[src/rtl/operand_fetch_stage_if.sv]
// Upstream (decoded instruction) and downstream (ID/EX register) handshake bundle
// for operand_fetch_stage. The stage uses the slave view; its environment uses master.
interface operand_fetch_stage_if #(
  parameter int NREG = 8,
  parameter int DW   = 16
);
  localparam int AW = $clog2(NREG);

  logic          in_valid;
  logic          in_ready;
  logic [AW-1:0] in_rs1;
  logic [AW-1:0] in_rs2;
  logic          in_use1;
  logic          in_use2;
  logic [AW-1:0] in_rd;
  logic          in_wen;
  logic          in_is_load;
  logic [DW-1:0] in_imm;
  logic [DW-1:0] in_pc;

  logic          out_valid;
  logic          out_ready;
  logic [DW-1:0] out_op1;
  logic [DW-1:0] out_op2;
  logic [AW-1:0] out_rd;
  logic          out_wen;
  logic          out_is_load;
  logic [DW-1:0] out_imm;
  logic [DW-1:0] out_pc;

  modport master (
    output in_valid, in_rs1, in_rs2, in_use1, in_use2, in_rd, in_wen, in_is_load,
           in_imm, in_pc, out_ready,
    input  in_ready, out_valid, out_op1, out_op2, out_rd, out_wen, out_is_load,
           out_imm, out_pc
  );

  modport slave (
    input  in_valid, in_rs1, in_rs2, in_use1, in_use2, in_rd, in_wen, in_is_load,
           in_imm, in_pc, out_ready,
    output in_ready, out_valid, out_op1, out_op2, out_rd, out_wen, out_is_load,
           out_imm, out_pc
  );
endinterface

[src/rtl/operand_fetch_stage.sv]
// Operand-read stage: register-file read, EX/WB bypass, RAW and load-use
// hazard detection with a per-register pending-load scoreboard, ID/EX register.
module operand_fetch_stage #(
  parameter  int NREG = 8,
  parameter  int DW   = 16,
  localparam int AW   = $clog2(NREG)
) (
  input  logic                  clk,
  input  logic                  reset,
  operand_fetch_stage_if.slave  bus,
  output logic [AW-1:0]         rf_rs1,
  output logic [AW-1:0]         rf_rs2,
  input  logic [DW-1:0]         rf_rd1,
  input  logic [DW-1:0]         rf_rd2,
  input  logic                  ex_fwd_valid,
  input  logic [AW-1:0]         ex_fwd_ws,
  input  logic [DW-1:0]         ex_fwd_wd,
  input  logic                  wb_we,
  input  logic [AW-1:0]         wb_ws,
  input  logic [DW-1:0]         wb_wd,
  input  logic                  wb_is_load,
  input  logic                  flush
);

  logic [1:0]    pend [NREG];
  logic [1:0]    pend1, pend2, pend_rd;
  logic          wb_load_ret;
  logic          haz1, haz2, load_guard, hazard;
  logic          in_fire, out_fire, count_load;
  logic [DW-1:0] op1, op2;

  assign rf_rs1 = bus.in_rs1;
  assign rf_rs2 = bus.in_rs2;

  assign pend1       = pend[bus.in_rs1];
  assign pend2       = pend[bus.in_rs2];
  assign pend_rd     = pend[bus.in_rd];
  assign wb_load_ret = wb_we & wb_is_load;

  always_comb begin
    op1 = rf_rd1;
    if (ex_fwd_valid && ex_fwd_ws == bus.in_rs1)  op1 = ex_fwd_wd;
    else if (wb_we && wb_ws == bus.in_rs1)        op1 = wb_wd;
    op2 = rf_rd2;
    if (ex_fwd_valid && ex_fwd_ws == bus.in_rs2)  op2 = ex_fwd_wd;
    else if (wb_we && wb_ws == bus.in_rs2)        op2 = wb_wd;
  end

  // A load retiring this very cycle as the last pending one is covered by the WB bypass.
  always_comb begin
    haz1 = bus.in_use1 &
           (((pend1 != 2'd0) &
             ~(wb_load_ret & (wb_ws == bus.in_rs1) & (pend1 == 2'd1))) |
            (bus.out_valid & bus.out_wen & (bus.out_rd == bus.in_rs1)));
    haz2 = bus.in_use2 &
           (((pend2 != 2'd0) &
             ~(wb_load_ret & (wb_ws == bus.in_rs2) & (pend2 == 2'd1))) |
            (bus.out_valid & bus.out_wen & (bus.out_rd == bus.in_rs2)));
    load_guard = bus.in_is_load & bus.in_wen & (pend_rd == 2'd3);
    hazard     = haz1 | haz2 | load_guard;
  end

  assign bus.in_ready = (~bus.out_valid | bus.out_ready) & ~hazard & ~flush;
  assign in_fire      = bus.in_valid & bus.in_ready;
  assign out_fire     = bus.out_valid & bus.out_ready;
  assign count_load   = out_fire & bus.out_is_load & bus.out_wen & ~flush;

  always_ff @(posedge clk) begin
    if (reset) begin
      for (int unsigned r = 0; r < NREG; r++) pend[r] <= '0;
      bus.out_valid   <= 1'b0;
      bus.out_op1     <= '0;
      bus.out_op2     <= '0;
      bus.out_rd      <= '0;
      bus.out_wen     <= 1'b0;
      bus.out_is_load <= 1'b0;
      bus.out_imm     <= '0;
      bus.out_pc      <= '0;
    end else begin
      for (int unsigned r = 0; r < NREG; r++) begin
        if (count_load && bus.out_rd == AW'(r) && !(wb_load_ret && wb_ws == AW'(r)))
          pend[r] <= pend[r] + 2'd1;
        else if (wb_load_ret && wb_ws == AW'(r) && !(count_load && bus.out_rd == AW'(r)))
          pend[r] <= pend[r] - 2'd1;
      end
      if (flush) begin
        bus.out_valid <= 1'b0;
      end else if (in_fire) begin
        bus.out_valid   <= 1'b1;
        bus.out_op1     <= op1;
        bus.out_op2     <= op2;
        bus.out_rd      <= bus.in_rd;
        bus.out_wen     <= bus.in_wen;
        bus.out_is_load <= bus.in_is_load;
        bus.out_imm     <= bus.in_imm;
        bus.out_pc      <= bus.in_pc;
      end else if (out_fire) begin
        bus.out_valid <= 1'b0;
      end
    end
  end

endmodule

[src/flat_wrapper.sv]
// flat-port wrapper written by rule: the top's interface ports become plain ports
module operand_fetch_stage_flat 
#(
  parameter  int NREG = 8,
  parameter  int DW   = 16,
  localparam int AW   = $clog2(NREG)
)
  (clk, reset, rf_rs1, rf_rs2, rf_rd1, rf_rd2, ex_fwd_valid, ex_fwd_ws, ex_fwd_wd, wb_we, wb_ws, wb_wd, wb_is_load, flush, bus_in_valid, bus_in_rs1, bus_in_rs2, bus_in_use1, bus_in_use2, bus_in_rd, bus_in_wen, bus_in_is_load, bus_in_imm, bus_in_pc, bus_out_ready, bus_in_ready, bus_out_valid, bus_out_op1, bus_out_op2, bus_out_rd, bus_out_wen, bus_out_is_load, bus_out_imm, bus_out_pc);
  operand_fetch_stage_if #(.NREG(NREG), .DW(DW)) bus_i ();
  input  logic clk;
  input  logic reset;
  output logic [AW-1:0] rf_rs1;
  output logic [AW-1:0] rf_rs2;
  input  logic [DW-1:0] rf_rd1;
  input  logic [DW-1:0] rf_rd2;
  input  logic ex_fwd_valid;
  input  logic [AW-1:0] ex_fwd_ws;
  input  logic [DW-1:0] ex_fwd_wd;
  input  logic wb_we;
  input  logic [AW-1:0] wb_ws;
  input  logic [DW-1:0] wb_wd;
  input  logic wb_is_load;
  input  logic flush;
  input wire logic [$bits(bus_i.in_valid)-1:0] bus_in_valid;
  input wire logic [$bits(bus_i.in_rs1)-1:0] bus_in_rs1;
  input wire logic [$bits(bus_i.in_rs2)-1:0] bus_in_rs2;
  input wire logic [$bits(bus_i.in_use1)-1:0] bus_in_use1;
  input wire logic [$bits(bus_i.in_use2)-1:0] bus_in_use2;
  input wire logic [$bits(bus_i.in_rd)-1:0] bus_in_rd;
  input wire logic [$bits(bus_i.in_wen)-1:0] bus_in_wen;
  input wire logic [$bits(bus_i.in_is_load)-1:0] bus_in_is_load;
  input wire logic [$bits(bus_i.in_imm)-1:0] bus_in_imm;
  input wire logic [$bits(bus_i.in_pc)-1:0] bus_in_pc;
  input wire logic [$bits(bus_i.out_ready)-1:0] bus_out_ready;
  output wire logic [$bits(bus_i.in_ready)-1:0] bus_in_ready;
  output wire logic [$bits(bus_i.out_valid)-1:0] bus_out_valid;
  output wire logic [$bits(bus_i.out_op1)-1:0] bus_out_op1;
  output wire logic [$bits(bus_i.out_op2)-1:0] bus_out_op2;
  output wire logic [$bits(bus_i.out_rd)-1:0] bus_out_rd;
  output wire logic [$bits(bus_i.out_wen)-1:0] bus_out_wen;
  output wire logic [$bits(bus_i.out_is_load)-1:0] bus_out_is_load;
  output wire logic [$bits(bus_i.out_imm)-1:0] bus_out_imm;
  output wire logic [$bits(bus_i.out_pc)-1:0] bus_out_pc;
  assign bus_i.in_valid = bus_in_valid;
  assign bus_i.in_rs1 = bus_in_rs1;
  assign bus_i.in_rs2 = bus_in_rs2;
  assign bus_i.in_use1 = bus_in_use1;
  assign bus_i.in_use2 = bus_in_use2;
  assign bus_i.in_rd = bus_in_rd;
  assign bus_i.in_wen = bus_in_wen;
  assign bus_i.in_is_load = bus_in_is_load;
  assign bus_i.in_imm = bus_in_imm;
  assign bus_i.in_pc = bus_in_pc;
  assign bus_i.out_ready = bus_out_ready;
  assign bus_in_ready = bus_i.in_ready;
  assign bus_out_valid = bus_i.out_valid;
  assign bus_out_op1 = bus_i.out_op1;
  assign bus_out_op2 = bus_i.out_op2;
  assign bus_out_rd = bus_i.out_rd;
  assign bus_out_wen = bus_i.out_wen;
  assign bus_out_is_load = bus_i.out_is_load;
  assign bus_out_imm = bus_i.out_imm;
  assign bus_out_pc = bus_i.out_pc;
  operand_fetch_stage #(.NREG(NREG), .DW(DW)) u_core (.clk(clk), .reset(reset), .bus(bus_i), .rf_rs1(rf_rs1), .rf_rs2(rf_rs2), .rf_rd1(rf_rd1), .rf_rd2(rf_rd2), .ex_fwd_valid(ex_fwd_valid), .ex_fwd_ws(ex_fwd_ws), .ex_fwd_wd(ex_fwd_wd), .wb_we(wb_we), .wb_ws(wb_ws), .wb_wd(wb_wd), .wb_is_load(wb_is_load), .flush(flush));
endmodule
[config.mk]
export PLATFORM = sky130hd
export DESIGN_NAME = operand_fetch_stage_flat
export DESIGN_NICKNAME = d
export VERILOG_FILES = /design/src/rtl/operand_fetch_stage_if.sv /design/src/rtl/operand_fetch_stage.sv /design/src/flat_wrapper.sv
export SDC_FILE = /design/constraint.sdc
export NUM_CORES = 1
export LEC_CHECK = 0
export CAP_MARGIN = 5
export CORE_MARGIN = 1
export CORE_UTILIZATION = 48
export CTS_BUF_LIST = sky130_fd_sc_hd__clkbuf_8 sky130_fd_sc_hd__clkbuf_16
export DETAILED_ROUTE_END_ITERATION = 16
export GPL_TIMING_DRIVEN = 0
export PLACE_DENSITY = 0.86
export SLEW_MARGIN = 10
export SYNTH_ARGS = -nofsm -noshare
export SYNTH_HDL_FRONTEND = slang
export SYNTH_SLANG_ARGS = --single-unit
export TNS_END_PERCENT = 100
[constraint.sdc]
create_clock -name clk -period 6.8 [get_ports clk]
set_clock_uncertainty 0.15 [all_clocks]
set_input_delay 1.36 -clock clk [delete_from_list [all_inputs] [get_ports clk]]
set_output_delay 1.36 -clock clk [all_outputs]
set_load 0.01 [all_outputs]
* After elaboration in Yosys (flattened, before gate mapping)
Memories as Yosys holds them, arrays and structs flattened. Cells that the tools add are included.
Cells by class: add/sub/neg operators 16, $mul 0, shift operators 0, bitwise logic cells 47, div/mod/pow operators 0, magnitude comparators 0, reductions and logical operators 59, equality and inequality tests 23, mux-type cells 80
Operators by type and width (number):
- 16-bit 2-to-1 mux | 4
- 1-bit 2-to-1 mux | 60
- 1-bit logical AND | 36
- 2-bit 2-to-1 mux | 16
- 3-bit equality test (second input constant) | 8
- 1-bit bitwise AND | 21
- 1-bit OR | 21
- 3-bit equality test | 6
- 2-bit by 1-bit adder with 2-bit output (second input constant) | 8
- 1-bit logical NOT | 16
- 2-bit by 1-bit subtractor with 2-bit output (second input constant) | 8
- 3-bit by 2-bit equality test with 1-bit output (second input constant) | 4
- 3-bit by 1-bit equality test with 1-bit output (second input constant) | 2
- 3-bit logical NOT | 2
- 2-bit nonzero test | 3
- 1-bit inverter | 5
- 2-bit by 1-bit equality test with 1-bit output (second input constant) | 2
- 2-bit equality test (second input constant) | 1
- 2-bit AND reduction | 1
- 2-bit OR reduction | 1
Word-level totals: bits in writable memories 16, bits in read-only memories 0, memories kept 1, logic and storage cells 234, register bits 70, latch bits 0
Memory list:
- u_core.pend | words 8, width 2, rd ports 11, clocked after memory_dff 0, wr ports 8, line operand_fetch_stage.sv:25 | logic [1:0] pend [NREG];

* Logic depth before layout (Yosys ltp)
Gate-level depths: netlist of the first run.
word-level depth 14, gate-level depth with buffers 10

* Worst setup path before layout of the first run
No wires, ideal clock.
kind input -> output, start point input port bus_in_rs1[1], end point output port bus_in_ready, stages 8, setup slack 1.715 ns, data required time 5.290 ns, arrival 3.575 ns, path through buf_2 > mux4_2 > mux2_2 > or4_1 > o32a_1 > buf_2 > buf_2 > nor2_1
On the way: cells in the longest elaborated chain, start to end 12, elaborated cells between the ends (all ways) 17, classes of those cells eq/ne (3); bitwise (12); reduce/logical (1); memory (1)
Ends and longest elaborated chain:
- start: declaration | line flat_wrapper.sv:25 | input wire logic [$bits(bus_i.in_rs1)-1:0] bus_in_rs1;
- memory 8 x 2 bit or 3-bit equality test (tied branches)
- 2-bit by 1-bit equality test with 1-bit output or 1-bit bitwise AND (tied branches) | line operand_fetch_stage.sv:53 | ~(wb_load_ret & (wb_ws == bus.in_rs1) & (pend1 == 2'd1))) |
- 1-bit bitwise AND | line operand_fetch_stage.sv:53
- 1-bit inverter | line operand_fetch_stage.sv:53
- 1-bit bitwise AND | line operand_fetch_stage.sv:52 | (((pend1 != 2'd0) &
- 1-bit OR (*) | line operand_fetch_stage.sv:53
- 1-bit bitwise AND (*) | line operand_fetch_stage.sv:51 | haz1 = bus.in_use1 &
- 1-bit OR (*) (2 in series) | line operand_fetch_stage.sv:60 | hazard = haz1 | haz2 | load_guard;
- 1-bit inverter (*) | line operand_fetch_stage.sv:63 | assign bus.in_ready = (~bus.out_valid | bus.out_ready) & ~hazard & ~flush;
- 1-bit bitwise AND (*) (2 in series) | line operand_fetch_stage.sv:63
- end: declaration | line flat_wrapper.sv:35 | output wire logic [$bits(bus_i.in_ready)-1:0] bus_in_ready;
Mark *: on every way between the ends. The rest lies on a longest branch, timed or not.

* Worst setup path after layout of the first run
start point input port wb_ws[2], end point output port bus_in_ready
On the way: cells in the longest elaborated chain, start to end 12, elaborated cells between the ends (all ways) 19, classes of those cells eq/ne (2); bitwise (17)
Ends and longest elaborated chain:
- start: declaration | line flat_wrapper.sv:20 | input logic [AW-1:0] wb_ws;
- 3-bit equality test, on equally long branches | line operand_fetch_stage.sv:53, operand_fetch_stage.sv:57
- 1-bit bitwise AND, on equally long branches (2 in series) | line operand_fetch_stage.sv:53, operand_fetch_stage.sv:57
- 1-bit inverter, on equally long branches | line operand_fetch_stage.sv:53, operand_fetch_stage.sv:57
- 1-bit bitwise AND, on equally long branches | line operand_fetch_stage.sv:52, operand_fetch_stage.sv:56
- 1-bit OR, on equally long branches | line operand_fetch_stage.sv:53, operand_fetch_stage.sv:57
- 1-bit bitwise AND, on equally long branches | line operand_fetch_stage.sv:51, operand_fetch_stage.sv:55
- 1-bit OR (*) (2 in series) | line operand_fetch_stage.sv:60
- 1-bit inverter (*) | line operand_fetch_stage.sv:63
- 1-bit bitwise AND (*) (2 in series) | line operand_fetch_stage.sv:63
Marked as above.

==> results of run 1 <==
-- cells by family (layout without fill, tap and decap cells) --
kind of cell / after synthesis / after routing / synth area share (%)
flops: 86 / 86 / 35.6
compound gates: 127 / 127 / 16.8
simple gates: 192 / 192 / 19.6
buf+inv: 69 / 275 / 5.99
xor+xnor: 32 / 32 / 5.31
mux: 78 / 78 / 16.7
-- power groups by stage --
stage	Sequential (W)	Clock, W	Combinational (W)
global placement	0.000581	0	0.000348
detailed placement	0.000582	0	0.000359
floorplan	0.000587	0	0.000175
global route	0.000574	0.000365	0.000388
CTS	0.000570	0.000340	0.000361
finish	0.000571	0.000342	0.000364
-- flip-flops by register name (all words and copies together), names as in the netlist --
| signal | cells |
|---|---|
| u_core.bus.out_wen | 1 |
| u_core.pend | 16 |
| u_core.bus.out_op2 | 16 |
| u_core.bus.out_is_load | 1 |
| u_core.bus.out_pc | 16 |
| u_core.bus.out_imm | 16 |
| u_core.bus.out_rd | 3 |
| u_core.bus.out_valid | 1 |
| u_core.bus.out_op1 | 16 |
-- cells in the final DEF (no fill, tap or decap), drive strengths merged, types with 2 or more instances in the layout --
cell,netlist,routed
clkdlybuf4s50,0,190
dfxtp,70,70
mux2i,68,68
nor2,54,54
clkbuf,44,53
a21oi,43,43
nand2b,41,41
nand4,40,40
o31ai,38,38
a211o,32,32
buf,24,24
xnor2,17,17
nand2,16,16
edfxtp,16,16
xor2,15,15
nor3,13,13
mux4,8,8
nand3,6,6
or3,5,5
inv,1,5
nor2b,3,3
clkinv,0,3
and3,2,2
mux2,2,2
nor4,2,2
and4,2,2
o21ai,2,2
nand3b,2,2
o211ai,2,2
a31oi,2,2
-- per-stage QoR --
| step | hold slack [ps] | cells | setup slack [ps] | area (µm²) | utilization (%) |
|---|---|---|---|---|---|
| after floorplan | 343 | 584 | 1710 | 5280 | - |
| after global placement | 305 | 910 | 988 | 7350 | 70.0 |
| after detailed placement | 310 | 910 | 919 | 7350 | 70.0 |
| after CTS | 323 | 926 | 916 | 7530 | 71.6 |
| after global routing | 344 | 926 | 809 | 7530 | 71.6 |
| final | 322 | 926 | 905 | 7530 | 71.6 |
-- critical path, delay by kind of cell --
kind / cells / cell delay [ps]
AOI/OAI and AO/OA: 2 / 500
and+or+nand+nor: 2 / 310
xor gates and xnor gates: 1 / 160
buffers and inverters: 5 / 2040
-- metal layers --
metal / vias to the layer above / global-route usage (%) / part of all wire (%)
met5: - / 0 / 0
met4: 0 / 11.5 / 2.3
met3: 38 / 6.63 / 8.0
met2: 282 / 55.4 / 51
met1: 2652 / 35.7 / 39
li1: 2559 / - / -
-- final cells by class --
type / instances / area (µm²) / area share (%)
sequential: 86 / 1880 / 25.0
timing repair buffer: 190 / 1900 / 25.3
clock inverter: 7 / 48.8 / 0.648
clock buffer: 9 / 124 / 1.65
tap: 136 / 170 / 2.26
inverter: 1 / 3.75 / 0.0499
buffer: 68 / 313 / 4.16
multi-input combinational: 429 / 3080 / 41.0
-- worst max-delay path by stage --
stage | from | end | slack, ps | cells after the start
after floorplan | bus_in_rs1[1] | bus_in_ready | 1710 | 8
after detailed placement | wb_ws[2] | bus_in_ready | 920 | 10
final | wb_ws[2] | bus_in_ready | 910 | 10
after global routing | wb_ws[2] | bus_in_ready | 810 | 10
after CTS | wb_ws[2] | bus_in_ready | 920 | 10
after global placement | wb_ws[2] | bus_in_ready | 990 | 10
==> run_results.csv, run 1 <==
group,metric,value,unit
run_status,status,"finished clean",
yosys,yosys-top-cells-count,"dfxtp_1, mux2i_1, nor2_1",
timing,worstMarginPinSlew,743,ps
floorplan,die_area,11400,µm²
yosys,yosysTopAreaCell,"dfxtp_1",
layout,area.growth.synth_to_final,42.5,%
worst_hold_path,hp-class,"reg2reg",
critical_path,reg2reg_from,"u_core.pend[5][1]",
clock_tree,cts-root-buf,"clkbuf_8",
job,maxCapViolCount,0,
global_route,grt_pass1_wl,27.6,mm
pwr,p_leak,2.60,nW
critical_path,cp.arrival,4380,ps
timing,slew_headroom,50.4,%
timing,final.setup.tns,0,ps
drt,wl_per_cell,19.0,µm
timing,hold_viol_final,0,
floorplan,core,10500,µm²
clock_tree,numCtsBuffers,9,
floorplan,die_h,107,µm
floorplan,start_util,50.3,%
clock_tree,cts-resized-gates,0,
drt,wl,17.6,mm
drt,drt_first_pass_iters,7,
critical_path,critPathLaunchType,"input pin",
yosys,ys_ff_latch,86,
yosys,synth_edf_count,16,
place,io_buffers,190,
pwr,power.density,170,nW/µm²
clock_tree,cts_tree,"built",
yosys,postSynth.asyncResetShare,0,%
global_route,grt_usage,30.8,%
pwr,clkPwrFrac,26.8,%
layout,nNetsFinal,908,
yosys,yosysWarningCount,0,
clock_tree,htree_num_levels,3,
timing,rsz0062_at_grt,"no",
global_route,first_global_vias,5573,
clock_tree,clk_latency,370,ps
critical_path,required,5290,ps
drt,ant_nets,0,
critical_path,worstPathCellList,"clkdlybuf4s50_1 > xnor2_1 > and4_1 > clkbuf_1 > a21oi_1 > o32a_1 > buf_2 > buf_2 > nor2_1 > clkdlybuf4s50_1",
yosys,post-synth-top-count-cell,"dfxtp_1",
timing,slew_violations,0,
pwr,p_switching,0.000407,W
yosys,syn_area,5280,µm²
pwr,seqPwrFrac,44.7,%
layout,antenna-diode-count,0,
timing,period_minus_slack,5890,ps
critical_path,reg2reg_slack,3720,ps
worst_hold_path,hp-start,"u_core.bus.out_pc[9]",
yosys,synth_top_area_share,26.5,%
yosys,synthTopCellsByArea,"dfxtp_1, mux2i_1, edfxtp_1, o31ai_1, a211o_1",
critical_path,worstPathMaxFanout,10,
layout,drive_gt1_share,5.95,%
worst_hold_path,hold_end,"u_core.bus.out_pc[9]",
drt,vias_per_cell,5.97,
clock_tree,clkTransAtPathRegs,100,ps
drt,drtIter0Drc,410,
drt,drc,0,
place,dpl.hpwl,13.7,mm
floorplan,chipWidth,107,µm
pwr,p_int,0.000869,W
worst_hold_path,hold_path_depth,2,
clock_tree,clock_sinks,86,
critical_path,cp-end-kind,"output port",
layout,n_fill_cell,821,
clock_tree,cts_hold_repair.buffers,0,
yosys,yosysUniqueCellTypes,46,
timing,fmax,170,MHz
clock_tree,clockBufferDepth,2,
critical_path,r2r_end,"u_core.bus.out_op2[5]",
pwr,p_comb_share,28.5,%
yosys,synth_fp_nets,707,
place,gp_congestion,0.940,
global_route,gr-total-overflow,0,
yosys,synth_top_flop_cell,"dfxtp_1",
yosys,postSynthCellCount,584,
critical_path,reg2reg_depth,7,
floorplan,rows,37,
global_route,antenna_found_initial,0,
timing,setup_viol,0,
global_route,grt_max_degree,16,
clock_tree,cts_setup_buffers,0,
yosys,synth_seq_area_share,35.6,%
pwr,power,0.00128,W
timing,fin_crit_sh,86.7,%
floorplan,ios,200,
critical_path,slowest_delay,590,ps
critical_path,path_class,"in2out",
drt,num_vias,5531,
pwr,peakVddDrop,112,µV
yosys,avgSynthCellArea,9.04,µm²
pwr,p_sw_share,31.9,%
critical_path,slowest_stage,"clkdlybuf4s50_1",
Power figures use the tool's default switching activity.
==> inputs of run 2 (changes only) <==
--- a/config.mk
+++ b/config.mk
@@ -9,6 +9,7 @@
 export CORE_MARGIN = 1
 export CORE_UTILIZATION = 48
 export CTS_BUF_LIST = sky130_fd_sc_hd__clkbuf_8 sky130_fd_sc_hd__clkbuf_16
+export CTS_CLUSTER_SIZE = 14
 export DETAILED_ROUTE_END_ITERATION = 16
 export GPL_TIMING_DRIVEN = 0
 export PLACE_DENSITY = 0.86
==> results of run 2 <==
Final layout, timing and power as in run 1 (identical DEF).
==> inputs of run 3 (changes only) <==
--- a/config.mk
+++ b/config.mk
@@ -6,7 +6,7 @@
 export NUM_CORES = 1
 export LEC_CHECK = 0
 export CAP_MARGIN = 5
-export CORE_MARGIN = 1
+export CORE_MARGIN = 5
 export CORE_UTILIZATION = 48
 export CTS_BUF_LIST = sky130_fd_sc_hd__clkbuf_8 sky130_fd_sc_hd__clkbuf_16
 export CTS_CLUSTER_SIZE = 14
==> run 3 against run 2 <==
  * Final area grew 0.12%
  * Setup slack lost 55 ps
  * Total power grew 0.52%
  * Routed wire length grew 5.9%
  * Maximum frequency shrank 0.93%
  * Critical path type unchanged
==> run_results.csv, run 3 (synthesis results as in run 1) <==
group,metric,value,unit
drt,wl,18.7,mm
clock_tree,cts_hold_repair.buffers,0,
drt,drtIter0Drc,441,
clock_tree,clockBufferDepth,2,
drt,vias_per_cell,5.98,
clock_tree,htree_num_levels,3,
critical_path,critPathLaunchType,"input pin",
layout,nNetsFinal,908,
timing,period_minus_slack,5950,ps
clock_tree,clock_sinks,86,
critical_path,path_class,"in2out",
place,placed_area,7360,µm²
critical_path,cp.arrival,4440,ps
timing,fin_crit_sh,87.5,%
global_route,first_global_vias,5659,
place,gp_congestion,0.962,
drt,ant_nets,0,
timing,slew_headroom,45.6,%
floorplan,start_util,48.9,%
drt,wl_per_cell,20.1,µm
drt,drc,0,
clock_tree,cts-root-buf,"clkbuf_8",
layout,final_cell_mix,"clkdlybuf4s50_1, dfxtp_1, mux2i_1",
timing,final.setup.tns,0,ps
clock_tree,clkTransAtPathRegs,100,ps
timing,setup_viol,0,
layout,design_area,7530,µm²
floorplan,die_area,13200,µm²
global_route,antenna_found_initial,0,
place,io_buffers,190,
timing,slew_violations,0,
critical_path,worstPathMaxFanout,10,
floorplan,ios,200,
clock_tree,cts_setup_buffers,0,
layout,layout_commonest_cell,"clkdlybuf4s50_1",
floorplan,die_h,115,µm
pwr,peakVddDrop,104,µV
layout,drive_gt1_share,6.08,%
timing,worstMarginPinSlew,817,ps
clock_tree,cts-resized-gates,0,
job,maxCapViolCount,0,
clock_tree,numCtsBuffers,9,
floorplan,chipWidth,115,µm
layout,antenna-diode-count,0,
critical_path,cp-end-kind,"output port",
timing,hold_viol_final,0,
critical_path,required,5290,ps
global_route,grt_usage,27.4,%
place,pre_cts_slack,867,ps
place,dpl.hpwl,14.5,mm
worst_hold_path,hp-class,"reg2reg",
pwr,power.density,170,nW/µm²
timing,fin_ws,850,ps
drt,num_vias,5560,
global_route,grt_max_degree,17,
floorplan,rows,38,
floorplan,core,10800,µm²
global_route,gr-total-overflow,0,
drt,drt_first_pass_iters,5,
timing,rsz0062_at_grt,"no",
clock_tree,cts_tree,"built",
pwr,p_leak,2.60,nW
timing,fmax,168,MHz
clock_tree,clk_latency,360,ps
run_status,status,"finished clean",
timing,whs,327,ps
layout,area.growth.synth_to_final,42.7,%
global_route,grt_pass1_wl,29.0,mm
[run 3: changes by cell type in the layout (fill, tap and decap cells not counted)]
cell and delta:
inv_6 +2, clkinv_2 -1, inv_1 -1, inv_4 +1, inv_8 -1
[run 3: layout make-up]
type	instances	area, µm²
Fill cell	843	3260
Sequential cell	86	1880
Buffer	68	313
Inverter	1	3.75
Clock buffer	9	124
Clock inverter	7	52.6
Multi-Input combinational cell	429	3080
Tap cell	140	175
Timing Repair Buffer	190	1900
[run 3: report_power, final]
group / internal [W] / switching, W
clock: 0.000137 / 0.000208
sequential: 0.000548 / 0.0000241
combinational: 0.000186 / 0.000180
[run 3: critical path, cell delays in order]
cell and delay, ps:
clkdlybuf4s50_1 600, xnor2_1 150, and4_1 190, clkbuf_1 500, a21oi_1 260, o32a_1 270, buf_2 220, buf_2 210
nor2_1 130, clkdlybuf4s50_1 550
[run 3: path summary, 6_finish.rpt]
check	from	to	slack, ps	depth (start not counted)
max reg2reg	u_core.pend[6][1]	u_core.bus.out_pc[8]	3670	8
min reg2reg	u_core.bus.out_pc[3]	u_core.bus.out_pc[3]	330	2
min	u_core.bus.out_pc[3]	u_core.bus.out_pc[3]	330	2
max	wb_ws[2]	bus_in_ready	850	10
[run 3: per-stage QoR]
step | std cells | total power (W) | utilization [%]
detailed placement | 914 | 0.000944 | 68.2
floorplan | 584 | 0.000762 | -
finish | 930 | 0.00128 | 69.8
global placement | 914 | 0.000931 | 68.2
global route | 930 | 0.00133 | 69.8
CTS | 930 | 0.00128 | 69.8
[run 3: routing by layer]
layer | GRT usage, % | share of wire, %
met1 | 32.4 | 38
met2 | 48.2 | 50
met3 | 7.47 | 9.2
met4 | 8.76 | 2.1
met5 | 0 | 0
